`src/rtl/exec_sequencer.sv`:
```
`default_nettype none
// ============================================================================
// Module   : exec_sequencer
// Brief    : Program-load and run-control sequencer for the MC14500B core.
// Revision : 1.0 - initial release
// ============================================================================
module exec_sequencer #(
    parameter int ADDR_WIDTH = 8,
    parameter int DATA_WIDTH = 12,
    parameter int BOOT_DELAY = 2
) (
    input  logic                  clk,
    input  logic                  reset,
    input  logic                  load_valid,
    input  logic [DATA_WIDTH-1:0] load_word,
    input  logic                  load_last,
    output logic                  load_ready,
    input  logic                  run_cmd,
    input  logic                  halt_cmd,
    input  logic                  step_cmd,
    input  logic                  cycle_done,
    output logic                  text_write,
    output logic [ADDR_WIDTH-1:0] text_write_address,
    output logic [DATA_WIDTH-1:0] text_data,
    output logic                  core_reset,
    output logic                  fetch_enable,
    output logic                  start_pulse,
    output logic [2:0]            state,
    output logic [15:0]           instr_count,
    output logic                  overflow_err
);

    typedef enum logic [2:0] {
        S_IDLE   = 3'd0,
        S_LOAD   = 3'd1,
        S_BOOT   = 3'd2,
        S_RUN    = 3'd3,
        S_DRAIN  = 3'd4,
        S_HALTED = 3'd5,
        S_STEP   = 3'd6
    } state_t;

    localparam logic [3:0] C_BOOT_LAST = 4'(BOOT_DELAY - 1);

    state_t                state_q, state_d;
    // Extra MSB flags that every address slot has been written.
    logic [ADDR_WIDTH:0]   ptr_q, ptr_d;
    logic [3:0]            boot_cnt_q, boot_cnt_d;
    logic                  wr_q, wr_d;
    logic [ADDR_WIDTH-1:0] addr_q, addr_d;
    logic [DATA_WIDTH-1:0] data_q, data_d;
    logic                  core_reset_q, core_reset_d;
    logic                  fetch_q, fetch_d;
    logic                  start_q, start_d;
    logic [15:0]           cnt_q, cnt_d;
    logic                  ovf_q, ovf_d;

    logic                  w_accept;
    logic [15:0]           w_cnt_inc;

    assign load_ready = reset & ((state_q == S_IDLE) | (state_q == S_LOAD) |
                                 (state_q == S_HALTED));
    assign w_accept   = load_valid & load_ready;
    assign w_cnt_inc  = (cnt_q == 16'hFFFF) ? cnt_q : cnt_q + 16'd1;

    always_comb begin
        state_d    = state_q;
        ptr_d      = ptr_q;
        boot_cnt_d = boot_cnt_q;
        wr_d       = 1'b0;
        addr_d     = addr_q;
        data_d     = data_q;
        start_d    = 1'b0;
        cnt_d      = cnt_q;
        ovf_d      = ovf_q;

        case (state_q)
            S_IDLE, S_HALTED: begin
                if (w_accept) begin
                    state_d = load_last ? S_IDLE : S_LOAD;
                    wr_d    = 1'b1;
                    addr_d  = '0;
                    data_d  = load_word;
                    ptr_d   = (ADDR_WIDTH + 1)'(1);
                    ovf_d   = 1'b0;
                end else if (state_q == S_IDLE) begin
                    if (run_cmd) begin
                        state_d    = S_BOOT;
                        boot_cnt_d = 4'd0;
                        cnt_d      = 16'd0;
                    end
                end else if (step_cmd) begin
                    state_d = S_STEP;
                    start_d = 1'b1;
                end else if (run_cmd) begin
                    state_d = S_RUN;
                    start_d = 1'b1;
                end
            end
            S_LOAD: begin
                if (w_accept) begin
                    if (ptr_q[ADDR_WIDTH]) begin
                        ovf_d   = 1'b1;
                        state_d = S_IDLE;
                    end else begin
                        wr_d    = 1'b1;
                        addr_d  = ptr_q[ADDR_WIDTH-1:0];
                        data_d  = load_word;
                        ptr_d   = ptr_q + 1'b1;
                        if (load_last) state_d = S_IDLE;
                    end
                end
            end
            S_BOOT: begin
                if (boot_cnt_q == C_BOOT_LAST) begin
                    state_d = S_RUN;
                    start_d = 1'b1;
                end else begin
                    boot_cnt_d = boot_cnt_q + 4'd1;
                end
            end
            S_RUN: begin
                if (cycle_done) cnt_d = w_cnt_inc;
                // A halt that coincides with completion has nothing left to drain.
                if (halt_cmd) state_d = cycle_done ? S_HALTED : S_DRAIN;
            end
            S_DRAIN, S_STEP: begin
                if (cycle_done) begin
                    cnt_d   = w_cnt_inc;
                    state_d = S_HALTED;
                end
            end
            default: state_d = S_IDLE;
        endcase

        core_reset_d = (state_d == S_IDLE) | (state_d == S_LOAD);
        fetch_d      = (state_d == S_RUN) | (state_d == S_STEP);
    end

    always_ff @(posedge clk or negedge reset) begin
        if (!reset) begin
            state_q      <= S_IDLE;
            ptr_q        <= '0;
            boot_cnt_q   <= 4'd0;
            wr_q         <= 1'b0;
            addr_q       <= '0;
            data_q       <= '0;
            core_reset_q <= 1'b1;
            fetch_q      <= 1'b0;
            start_q      <= 1'b0;
            cnt_q        <= 16'd0;
            ovf_q        <= 1'b0;
        end else begin
            state_q      <= state_d;
            ptr_q        <= ptr_d;
            boot_cnt_q   <= boot_cnt_d;
            wr_q         <= wr_d;
            addr_q       <= addr_d;
            data_q       <= data_d;
            core_reset_q <= core_reset_d;
            fetch_q      <= fetch_d;
            start_q      <= start_d;
            cnt_q        <= cnt_d;
            ovf_q        <= ovf_d;
        end
    end

    assign state              = state_q;
    assign text_write         = wr_q;
    assign text_write_address = addr_q;
    assign text_data          = data_q;
    assign core_reset         = core_reset_q;
    assign fetch_enable       = fetch_q;
    assign start_pulse        = start_q;
    assign instr_count        = cnt_q;
    assign overflow_err       = ovf_q;

endmodule
`default_nettype wire

```
`config.mk`:
```
export PLATFORM = sky130hd
export DESIGN_NAME = exec_sequencer
export DESIGN_NICKNAME = d
export VERILOG_FILES = /design/src/rtl/exec_sequencer.sv
export SDC_FILE = /design/constraint.sdc
export NUM_CORES = 1
export LEC_CHECK = 0
export ABC_AREA = 1
export CAP_MARGIN = 20
export CORE_MARGIN = 10
export CORE_UTILIZATION = 30
export CTS_CLUSTER_SIZE = 20
export DETAILED_ROUTE_END_ITERATION = 10
export GPL_TIMING_DRIVEN = 0
export HOLD_SLACK_MARGIN = 0.12
export PLACE_DENSITY = 0.58
export SYNTH_ARGS = -nofsm -noshare
export SYNTH_HDL_FRONTEND = slang
export SYNTH_SLANG_ARGS = --single-unit
```
`constraint.sdc`:
```
create_clock -name clk -period 4.94 [get_ports clk]
set_clock_uncertainty 0.1 [all_clocks]
set_input_delay 0.988 -clock clk [delete_from_list [all_inputs] [get_ports clk]]
set_output_delay 0.988 -clock clk [all_outputs]
set_load 0.005 [all_outputs]
```
==> results.md, run 1 <==
- The number of buffers added on ports is 64.
- The clock transition at the registers of the reported paths is 0.08 ns.
- TritonCTS created 9 clock buffers.
- TritonCTS built the clock tree.
- In the post-synthesis netlist, the cell with the most instances is sky130_fd_sc_hd__nand2_1.
- The routed design has 7.99 mm of wire.
- The minimum period implied by the final worst setup slack is 3.56 ns.
- The count of synthesis-stage warnings from yosys is 0.
- Entering global routing, the biggest net connects 60 pins.
- The gate count of the mapped netlist is between 300 and 400.
- In this run the static leakage power is 1.86 nW.
- The floorplan die area is 0.0148 mm2.
- The detailed placement HPWL is 5.90 mm.
- Setup repair after global routing left no endpoint under its margin.
- The remaining antenna violation count after routing is 0.
- In the final layout, the share of cells above drive strength 1 is 0.119.
- The setup slack at placement is about 1.3 ns.
- The average wire length per cell after detail routing is 13.2 um.
- The ratio of final minimum period to clock period is 0.720.
- The data arrival at the endpoint of the critical path is 2.47 ns.
- The diode insertion count for antenna repair is 0.
- The run finished with clean final reports.
- The initial antenna violation count was 0.
- The longest clock path from root to sink contains 2 buffers.
- The routability-driven placement congestion ratio is 0.869.
- Traced cell by cell, the critical path runs through buf_4 > nand2_1 > nor2_2 > clkdlybuf4s50_1.
- The critical path's slowest cell is sky130_fd_sc_hd__buf_4.
- The clock net in this run drives a total of 57 sinks.
- The region available for standard cell placement spans slightly above 0.01 mm2.
- Ranked by total cell area, the synthesized netlist is headed by sky130_fd_sc_hd__dfrtp_1 45%, sky130_fd_sc_hd__nand2_1 17%, sky130_fd_sc_hd__inv_1 4.2%.
- From bottom edge to top edge, the die measures 122 um.
- The total of fill cells in the finished design is 1,043.
- The worst setup path is launched from an input pin.
- The total number of H-tree levels is 3.
- The iteration count of the initial detailed-routing pass is 4.
- In this run, post-CTS repair resized a total of 0 instances.
- The netlist uses 30 different library cells.
- The sequential area share after synthesis is 0.461.
- Across every metal layer, demand over resource in global routing totals 0.114.
- At the worst endpoint, the required time is ~3.9 ns.
- The number of global-route vias before repair is 2,904.
- The largest total area in the synthesized netlist belongs to sky130_fd_sc_hd__dfrtp_1.
- The setup path with the least slack is of type in2out.
- Counting every net in the synthesized netlist gives roughly 420.
- The post-synthesis instance area is 0.00310 mm2.
- The final layout net count is 490.
- Across the VDD grid, the largest voltage drop is between 200 and 250 uV.
- The commonest cells after synthesis are 137 x sky130_fd_sc_hd__nand2_1, 56 x sky130_fd_sc_hd__dfrtp_1, 35 x sky130_fd_sc_hd__inv_1, 32 x sky130_fd_sc_hd__nor2_1, 25 x sky130_fd_sc_hd__o21ai_0.
- The worst stage delay on the critical path is roughly 0.57 ns.
- The total grt overflow is 0.
- The highest clock rate is 0.281 GHz.
- The initial utilization of the core area, before any placement, comes to 0.304.
- In this run the mean area of a mapped cell was around 8 um2.
- The fraction of the core area covered by cells at the end of the flow is 0.401.
- Of all nets on the critical path, the largest fanout is 59.
- The violation count after the first detailed-route iteration is 161.
- The floorplan has 37 rows.
- The final max-slew violation count is 0.
- The worst hold path belongs to the class reg2reg.
- Summing all flip-flop and latch instances after layout gives 0.00143 mm2.
- The fraction of synthesized cell area taken by the top area cell type is 0.452.
- Across the run, the number of max-cap violations was 0.
- 65 I/O pins were placed.
- The count of hold-fix buffers inserted at cts is 0.
- In this run, synthesis produced a sequential element count of 57.
- The number of design rule violations left after detail routing is 0.
- Using the TritonRoute via totals, the vias-per-cell ratio works out to 4.53.
- The count of vias placed by the detailed router is 2,748.
- The overall power consumption is 0.00186 W.
- Among all flip-flop cells after synthesis, the most frequent one is sky130_fd_sc_hd__dfrtp_1.
- The synthesis-to-layout area growth is 31.9%.
- At the pin with the least slew margin, the transition time is 0.750 ns.
- The width of the die is 122 um.
- Summing all multi-input logic gate instances after layout gives roughly 0.0014 mm2.
- The cell sitting at the root of the clock tree is a sky130_fd_sc_hd__clkbuf_8.
- In the post-route analysis, the smallest setup slack over all paths is 1.38 ns.
- The total power density per cell area is between 400 and 500 mW/mm2.
- The worst setup path is captured at a primary output.
- Setup violations remaining at the end of the flow were counted as 0.
- The buffers inserted during post-CTS setup optimization is 0.
- The hold violation total from the final report is 0.
- The worst pin sits at a relative slew slack of 0.500.
- The first global-routing pass estimated approximately 14 mm of wire.
- The number of enable flip-flop cells after synthesis is 0.
- The fraction of synthesis flops using an asynchronous set or reset pin is 1.00.
- The clock latency at the later pin of the worst-skew pair is 0.34 ns.
power breakdown:
| part | switching, W | leakage [nW] | internal, W |
|---|---|---|---|
| clock network | 0.000215 | 0.0862 | 0.000186 |
| registers | 0.0000914 | 0.760 | 0.000576 |
| logic | 0.000442 | 1.01 | 0.000347 |
| total | 0.000748 | 1.86 | 0.00111 |
critical path, delay by kind of cell:
kind / cells / cell delay, ns
buf+inv: 2 / 1.12
simple gates: 2 / 0.33
per-stage QoR:
stage	TNS (ns)	cells	hold WS, ns	cell area, um2
after floorplan	0	391	0.372	3100
after global placement	-0.704	591	0.362	3910
after detailed placement	0	591	0.368	3910
after CTS	0	607	0.389	4090
after global routing	0	607	0.419	4090
final	0	607	0.385	4090
worst paths after layout:
check                                            from                    endpoint  slack, ns  cells past startpoint
hold reg to reg              text_data[6]$_DFFE_PN0P_    text_data[6]$_DFFE_PN0P_       0.39                      2
max in group asynchronous                       reset          state[2]$_DFF_PN0_       3.63                      1
min in group asynchronous                       reset       start_pulse$_DFF_PN0_       0.61                      1
hold / removal               text_data[6]$_DFFE_PN0P_    text_data[6]$_DFFE_PN0P_       0.39                      2
setup reg to reg           instr_count[0]$_DFFE_PN0P_  instr_count[5]$_DFFE_PN0P_       3.02                     10
setup / recovery                                reset                  load_ready       1.38                      4
cell type report:
| cell class | instances | share of cell area |
|---|---|---|
| Multi-Input combinational cell | 287 | 0.354 |
| Sequential cell | 57 | 0.349 |
| Timing Repair Buffer | 64 | 0.156 |
| Tap cell | 136 | 0.0417 |
| Inverter | 40 | 0.0380 |
| Clock buffer | 9 | 0.0303 |
| Buffer | 7 | 0.0165 |
| Clock inverter | 7 | 0.0135 |
cells by family after synthesis:
| family | share of synthesized area |
|---|---|
| AO/OA/AOI/OAI | 0.0808 |
| XOR/XNOR | 0.0339 |
| adder cells (fa/ha/maj) | 0.0162 |
| buffers and inverters | 0.0719 |
| flip-flops | 0.461 |
| AND/OR/NAND/NOR | 0.336 |
layer usage:
layer  global-route usage  share of wire  up-vias  routed length (um)
li1                     -              -     1398                   -
met5                    0              0        -                   0
met2                0.180           0.45       69                3600
met3               0.0592           0.10        4                 818
met1                0.135           0.44     1277                3540
met4               0.0268         0.0043        0                  34
flip-flops by register name, indices dropped and copies added (netlist names):
signal	count
instr_count	16
text_data	12
ptr_q	9
text_write_address	8
boot_cnt_q	4
state	3
core_reset	1
fetch_enable	1
overflow_err	1
start_pulse	1
text_write	1
layout by cell type (no fill, tap or decap), types with 2 or more instances in the layout:
cell	netlist	layout
sky130_fd_sc_hd__nand2_1	137	137
sky130_fd_sc_hd__clkdlybuf4s50_1	0	63
sky130_fd_sc_hd__dfrtp_1	56	56
sky130_fd_sc_hd__inv_1	35	35
sky130_fd_sc_hd__nor2_1	32	32
sky130_fd_sc_hd__o21ai_0	25	25
sky130_fd_sc_hd__nand3_1	23	23
sky130_fd_sc_hd__nand4_1	14	14
sky130_fd_sc_hd__clkbuf_8	0	9
sky130_fd_sc_hd__xor2_1	7	7
sky130_fd_sc_hd__o21ai_2	6	6
sky130_fd_sc_hd__nor2_2	5	5
sky130_fd_sc_hd__nand2_2	5	5
sky130_fd_sc_hd__xnor2_1	5	5
sky130_fd_sc_hd__a21oi_1	4	4
sky130_fd_sc_hd__o21bai_1	4	4
sky130_fd_sc_hd__ha_1	4	4
sky130_fd_sc_hd__inv_2	3	3
sky130_fd_sc_hd__nor2_4	3	3
sky130_fd_sc_hd__nand3_2	3	3
sky130_fd_sc_hd__o31ai_1	3	3
sky130_fd_sc_hd__buf_4	2	3
sky130_fd_sc_hd__nor3_1	3	3
sky130_fd_sc_hd__inv_4	2	2
sky130_fd_sc_hd__buf_6	2	2
sky130_fd_sc_hd__buf_2	2	2
sky130_fd_sc_hd__clkinvlp_4	0	2
sky130_fd_sc_hd__inv_6	0	2
sky130_fd_sc_hd__clkinv_4	0	2
Note: power is estimated with default switching activity, not from simulation.
==> run 2, diff against run 1 <==
PLACE_DENSITY = 0.6   (was 0.58)
clock period = 2.92 ns   (was 4.94 ns; I/O delays follow)
==> results.md, run 2 (synthesized netlist as in run 1, its figures left out) <==
- The pin count of the biggest net entering global routing is 30.
- Setup repair after global routing left no endpoint under its margin.
- The count of cells in the finished layout, fillers not included, comes to between 600 and 700.
- The number of buffers created by CTS is 9.
- The floorplan die area is 0.0148 mm2.
- The final max-slew violation count was 0.
- The class of the tightest hold or removal check is reg2reg.
- In this run the static leakage power is 1.91 nW.
- The detailed router finished its first iteration with 214 violations.
- The maximum fanout along the worst path is 12.
- The number of global-route vias before repair is about 2,800.
- CTS placed an instance of sky130_fd_sc_hd__clkbuf_8 at the clock tree root.
- The capturing element type of the critical path is a primary output.
- Of the cells placed in the final design, the portion with a size suffix greater than 1 is 0.120.
- Counting every sink on the clock net gives 57.
- After detailed placement, the design holds a cell count of 592.
- The initial antenna violation count came to 0.
- For the worst setup path, the data required time is 2.24 ns.
- The iteration count of the initial detailed-routing pass is 4.
- The data arrival at the endpoint of the critical path is 1.80 ns.
- The repair_antennas step left the layout with diodes totalling 0.
- The detailed placement HPWL is roughly 6 mm.
- The length of routed wiring on met1 is 3.60 mm.
- In this run the vertical extent of the chip is ~120 um.
- The category of the worst setup path launch point is an input pin.
- The final-report setup violation count is 0.
- The routed layout has 2,790 vias.
- The total grt overflow is 0.
- Dividing the final minimum period by the clock period gives 0.850.
- The width of the die is 122 um.
- The worst pin sits at a relative slew slack of 0.418.
- The hold violation total from the final report is 0.
- The number of maximum-capacitance constraint violations is 0.
- The remaining antenna violation count after routing is 0.
- 65 I/O pins were placed.
- Leaving out fill and tap cells, the most frequent cells in the layout are 137 x sky130_fd_sc_hd__nand2_1, 62 x sky130_fd_sc_hd__clkdlybuf4s50_1, 56 x sky130_fd_sc_hd__dfrtp_1.
- The detailed route wirelength on metal3 is 803 um.
- For this run, the total global-route usage over all layers was measured as 0.115.
- The initial utilization of the core area, before any placement, comes to 0.304.
- Wires add up to 8.26 mm.
- The final layout net count is 494.
- Post-CTS timing repair inserted 0 buffers for setup.
- The synthesis-to-layout area growth is 34.4%.
- The overall power consumption is between 0.003 and 0.004 W.
- The slew at the pin with the worst max-slew slack is 0.870 ns.
- Routed signal wires occupy layers up through met4.
- The total number of H-tree levels is 3.
- No sink is reached through more buffers than the 2 on the longest clock path.
- The number of vias per cell is approximately 4.6.
- TritonCTS built the clock tree.
- Summed over all nets, wire length on met2 after detailed routing comes to 3.75 mm.
- The clock reaches the later pin of the worst-skew pair after approximately 0.34 ns.
- The number of rows created at floorplan is 37.
- Port buffering added between 60 and 70 buffers.
- The register with the most flip-flops in the layout has 16 of them.
- The global-route wire length before repair is 13.8 mm.
- The most common library cell in the layout ignoring fill and taps is sky130_fd_sc_hd__nand2_1.
- After detailed routing, the number of remaining DRC violations is 0.
- Static timing analysis puts the maximum clock frequency at 0.403 GHz.
- The minimum period implied by the final worst setup slack is 2.48 ns.
- The total power density per cell area is 773 mW/mm2.
- The total area inside the core boundary comes to 0.0102 mm2.
- The setup path with the least slack is of type in2out.
- The flow ran to the end, and the final reports show no timing, DRC or antenna violations.
- The clock transition at the registers of the reported paths is 0.07 ns.
- The average wire length per cell after detail routing is 13.5 um.
- The routability-driven placement congestion ratio is roughly 0.88.
- The highest ir drop seen on vdd is 368 uV.
[run 2: area by class of cell]
class	instances	area, um2
Multi-Input combinational cell	287	1450
Timing Repair Buffer	68	701
Tap cell	136	170
Sequential cell	57	1430
Clock inverter	5	56.3
Clock buffer	10	138
Fill cell	1029	6020
Buffer	7	67.6
Inverter	40	155
[run 2: where the power goes]
part	switching, W	total, W	internal (W)
Clock	0.000328	0.000739	0.000410
Sequential	0.000154	0.00113	0.000976
Combinational	0.000758	0.00135	0.000593
Total	0.00124	0.00322	0.00198
[run 2: timing repair]
action | in CTS | in global routing
resized for setup | 1 | 1
setup endpoints to repair | 1 | 1
gates cloned | 0 | 0
hold buffers | 3 | 0
hold endpoints to repair | 29 | 0
[run 2: per-stage QoR]
stage / instance area, um2 / util / setup WS [ns] / hold WS (ns) / TNS, ns
floorplan: 3100 / - / 1.24 / 0.188 / 0
global placement: 3910 / 0.384 / -1.87 / 0.363 / -130.80
detailed placement: 3920 / 0.385 / -0.0767 / 0.367 / -0.0767
CTS: 4160 / 0.408 / 0.0429 / 0.387 / 0
global route: 4160 / 0.409 / 0.349 / 0.410 / 0
finish: 4160 / 0.409 / 0.437 / 0.378 / 0
[run 2: worst max-delay path, stage by stage]
cell,delay [ns]
sky130_fd_sc_hd__dlygate4sd3_1,0.52
sky130_fd_sc_hd__buf_4,0.16
sky130_fd_sc_hd__buf_12,0.14
sky130_fd_sc_hd__nand2_1,0.07
sky130_fd_sc_hd__nor2_2,0.14
sky130_fd_sc_hd__dlymetal6s2s_1,0.17
[run 2: final timing paths]
check / startpoint / end / slack [ns] / cells past startpoint
max: reset / load_ready / 0.44 / 6
min: text_data[3]$_DFFE_PN0P_ / text_data[3]$_DFFE_PN0P_ / 0.38 / 2
max reg2reg: instr_count[0]$_DFFE_PN0P_ / instr_count[7]$_DFFE_PN0P_ / 1.04 / 10
min reg2reg: text_data[3]$_DFFE_PN0P_ / text_data[3]$_DFFE_PN0P_ / 0.38 / 2
max in group asynchronous: reset / ptr_q[2]$_DFFE_PN0P_ / 0.64 / 4
min in group asynchronous: reset / ptr_q[0]$_DFFE_PN0P_ / 0.64 / 3
[run 2: metal layers]
| metal | GRT usage | vias to the layer above |
|---|---|---|
| met5 | 0 | - |
| met3 | 0.0555 | 10 |
| met4 | 0.0373 | 0 |
| met2 | 0.177 | 94 |
| li1 | - | 1418 |
| met1 | 0.140 | 1268 |
==> run 3, diff against run 2 <==
SLEW_MARGIN = 10   (was not set)
==> results.md, run 3 (synthesized netlist as in run 1, its figures left out) <==
- In the final layout, the share of cells above drive strength 1 is 0.117.
- The largest single stage delay on the critical path is 0.56 ns.
- The initial antenna violation count was 0.
- The tool flagged a number of max-cap violations equal to 0.
- The first routing iteration left 163 violations.
- The class of the tightest hold or removal check is in2async.
- The floorplan die area is 0.0148 mm2.
- For the pin with the worst max-slew slack, the measured transition is 0.551 ns.
- The detailed placement HPWL is 6.04 mm.
- The total clock sinks is 57.
- The capturing element type of the critical path is a primary output.
- The library cells used most frequently in the layout, excluding fill and tap cells, are 137 x sky130_fd_sc_hd__nand2_1, 63 x sky130_fd_sc_hd__clkdlybuf4s50_1, 56 x sky130_fd_sc_hd__dfrtp_1.
- The register area is approximately 0.0014 mm2.
- At the end of the flow, the number of nets in the layout was 490.
- Counting along the longest clock path gives a buffer depth of 2.
- The highest ir drop seen on vdd is 344 uV.
- The final max-slew violation count is 0.
- In this run the core area contains 37 standard-cell rows.
- For this design the ratio of total power to cell area is 789 mW/mm2.
- In the finished design, the share of the clock period the worst path needs comes to 0.885.
- The count of vias placed by the detailed router is roughly 2,700.
- Clock-pin slew was measured on the worst setup and hold paths at about 0.06 ns.
- Measured along the x axis, the die boundary spans 122 um.
- The diode insertion count for antenna repair is 0.
- The H-tree was split into 3 levels.
- The iteration count of the initial detailed-routing pass is 4.
- The worst-case headroom to the max-slew limit is 0.633.
- The critical path's slowest cell is sky130_fd_sc_hd__clkdlybuf4s50_1.
- The multi-input logic area is 0.00145 mm2.
- The maximum fanout along the worst path is around 60.
- The initial cell density of the core is 0.304.
- Entering global routing, the biggest net connects 60 pins.
- After detailed routing, the number of vias per cell comes to 4.53.
- Adding up every negative setup slack in the final design gives 0 ns.
- The routability-driven placement congestion ratio is slightly below 0.9.
- The flow ran to the end, and the final reports show no timing, DRC or antenna violations.
- The die span in y is 122 um.
- The data arrival at the endpoint of the critical path is between 1.5 and 2 ns.
- Setup repair after global routing left no endpoint under its margin.
- The number of buffers created by CTS is 9.
- Leaving out fill and tap cells, the most frequent cell in the layout is sky130_fd_sc_hd__nand2_1.
- The buffer cell driving the clock tree root is sky130_fd_sc_hd__clkbuf_8.
- The register with the most flip-flops in the layout has 16 of them.
- Setup violations remaining at the end of the flow were counted as 0.
- TritonCTS built the clock tree.
- Port buffering added 64 buffers.
- The synthesis-to-layout area growth is 32.9%.
- Derived from the worst setup path, the maximum achievable clock frequency is approximately 0.39 GHz.
- The number of global-route vias before repair is 2,757.
- The hold violation total from the final report is 0.
- After filler insertion, the fill cell instance count of the layout stands at about 1,000.
- The detail route stage leaves a number of antenna-violating nets equal to 0.
- The first global-routing pass estimated approximately 13 mm of wire.
- The routed design could run at a clock period as short as 2.58 ns.
- The category of the worst setup path launch point is an input pin.
- The signal on the critical path passes through buf_6 > nand2_1 > nor2_2 > clkdlybuf4s50_1.
- For this design the top-level I/O count stands at 65.
- The total routing usage reported by global routing is 0.113.
- The total grt overflow is 0.
- The total routed wirelength is 8.15 mm.
- The fraction of the core area covered by cells at the end of the flow is 0.404.
- The setup path with the least slack is of type in2out.
- Summed over all cells, the static leakage comes to 1.88 nW.
- The number of design rule violations left after detail routing is 0.
- For the worst setup path, the data required time is 2.24 ns.
- The clock latency at the later pin of the worst-skew pair is between 0.3 and 0.4 ns.
- Dividing the detail-routed wire length by the instance count gives 13.4 um.
- The gate family responsible for the most delay along the worst path is buffers and inverters.
- After floorplanning, the core was sized to cover between 0.01 and 0.015 mm2.
- The number of buffer and inverter instances along the worst setup path is 2.
- The setup slack of the most critical reg-to-reg path is between 1 and 1.5 ns.
-- run 3: cell count changes in the layout (fill, tap and decap cells not counted), sizes merged --
cell | previous run | this run
buf | 10 | 8
clkbuf | 10 | 12
dlygate4sd3 | 2 | 0
clkdlybuf4s50 | 62 | 63
clkinv | 3 | 2
dlymetal6s2s | 1 | 0
-- run 3: final timing paths --
path	from	depth (start not counted)	to
setup / recovery	reset	4	load_ready
hold / removal	reset	1	instr_count[2]$_DFFE_PN0P_
setup reg to reg	instr_count[0]$_DFFE_PN0P_	10	instr_count[7]$_DFFE_PN0P_
hold reg to reg	text_data[3]$_DFFE_PN0P_	2	text_data[3]$_DFFE_PN0P_
max in group asynchronous	reset	1	core_reset$_DFF_PN1_
min in group clk	text_data[3]$_DFFE_PN0P_	2	text_data[3]$_DFFE_PN0P_
-- run 3: timing repair --
item	CTS	global route
setup endpoints to repair	0	1
hold buffers	0	0
gates resized for setup	0	1
setup buffers	0	0
-- run 3: cell type report --
cell class,count,share of cell area
clock inverter,4,0.0125
sequential,57,0.347
clock buffer,12,0.0377
tap,136,0.0413
timing repair buffer,64,0.156
multi-input combinational,287,0.352
buffer,7,0.0164
inverter,40,0.0377
-- run 3: through the flow --
stage	power, W	area (um2)	cells	hold WS, ns	setup slack [ns]
after detailed placement	0.00251	3910	591	0.367	0.0912
after floorplan	0.00191	3100	391	0.188	1.24
after global routing	0.00351	4120	607	0.147	0.165
final	0.00325	4120	607	0.107	0.337
after CTS	0.00331	4110	607	0.242	0.0725
after global placement	0.00249	3910	591	0.363	-1.87
-- run 3: worst register-to-register path, cell delays in order, from the launching register on --
cell and delay (ns):
sky130_fd_sc_hd__dfrtp_1 0.44, sky130_fd_sc_hd__ha_1 0.30, sky130_fd_sc_hd__nand3_2 0.15, sky130_fd_sc_hd__inv_1 0.10, sky130_fd_sc_hd__nand2_1 0.08, sky130_fd_sc_hd__nand3b_4 0.16, sky130_fd_sc_hd__nand3_2 0.08, sky130_fd_sc_hd__buf_6 0.15
sky130_fd_sc_hd__buf_12 0.15, sky130_fd_sc_hd__nand2_2 0.05, sky130_fd_sc_hd__nand2_1 0.07
-- run 3: layer usage --
| metal | up-vias | global-route usage | wire (um) |
|---|---|---|---|
| li1 | 1399 | - | - |
| met1 | 1250 | 0.136 | 3600 |
| met2 | 89 | 0.175 | 3680 |
| met3 | 10 | 0.0546 | 774 |
| met4 | 0 | 0.0380 | 90 |
| met5 | - | 0 | 0 |
-- run 3: report_power, final --
group	switching, W	internal (W)
sequential	0.000154	0.000976
combinational	0.000757	0.000588
clock	0.000332	0.000441
total	0.00124	0.00200
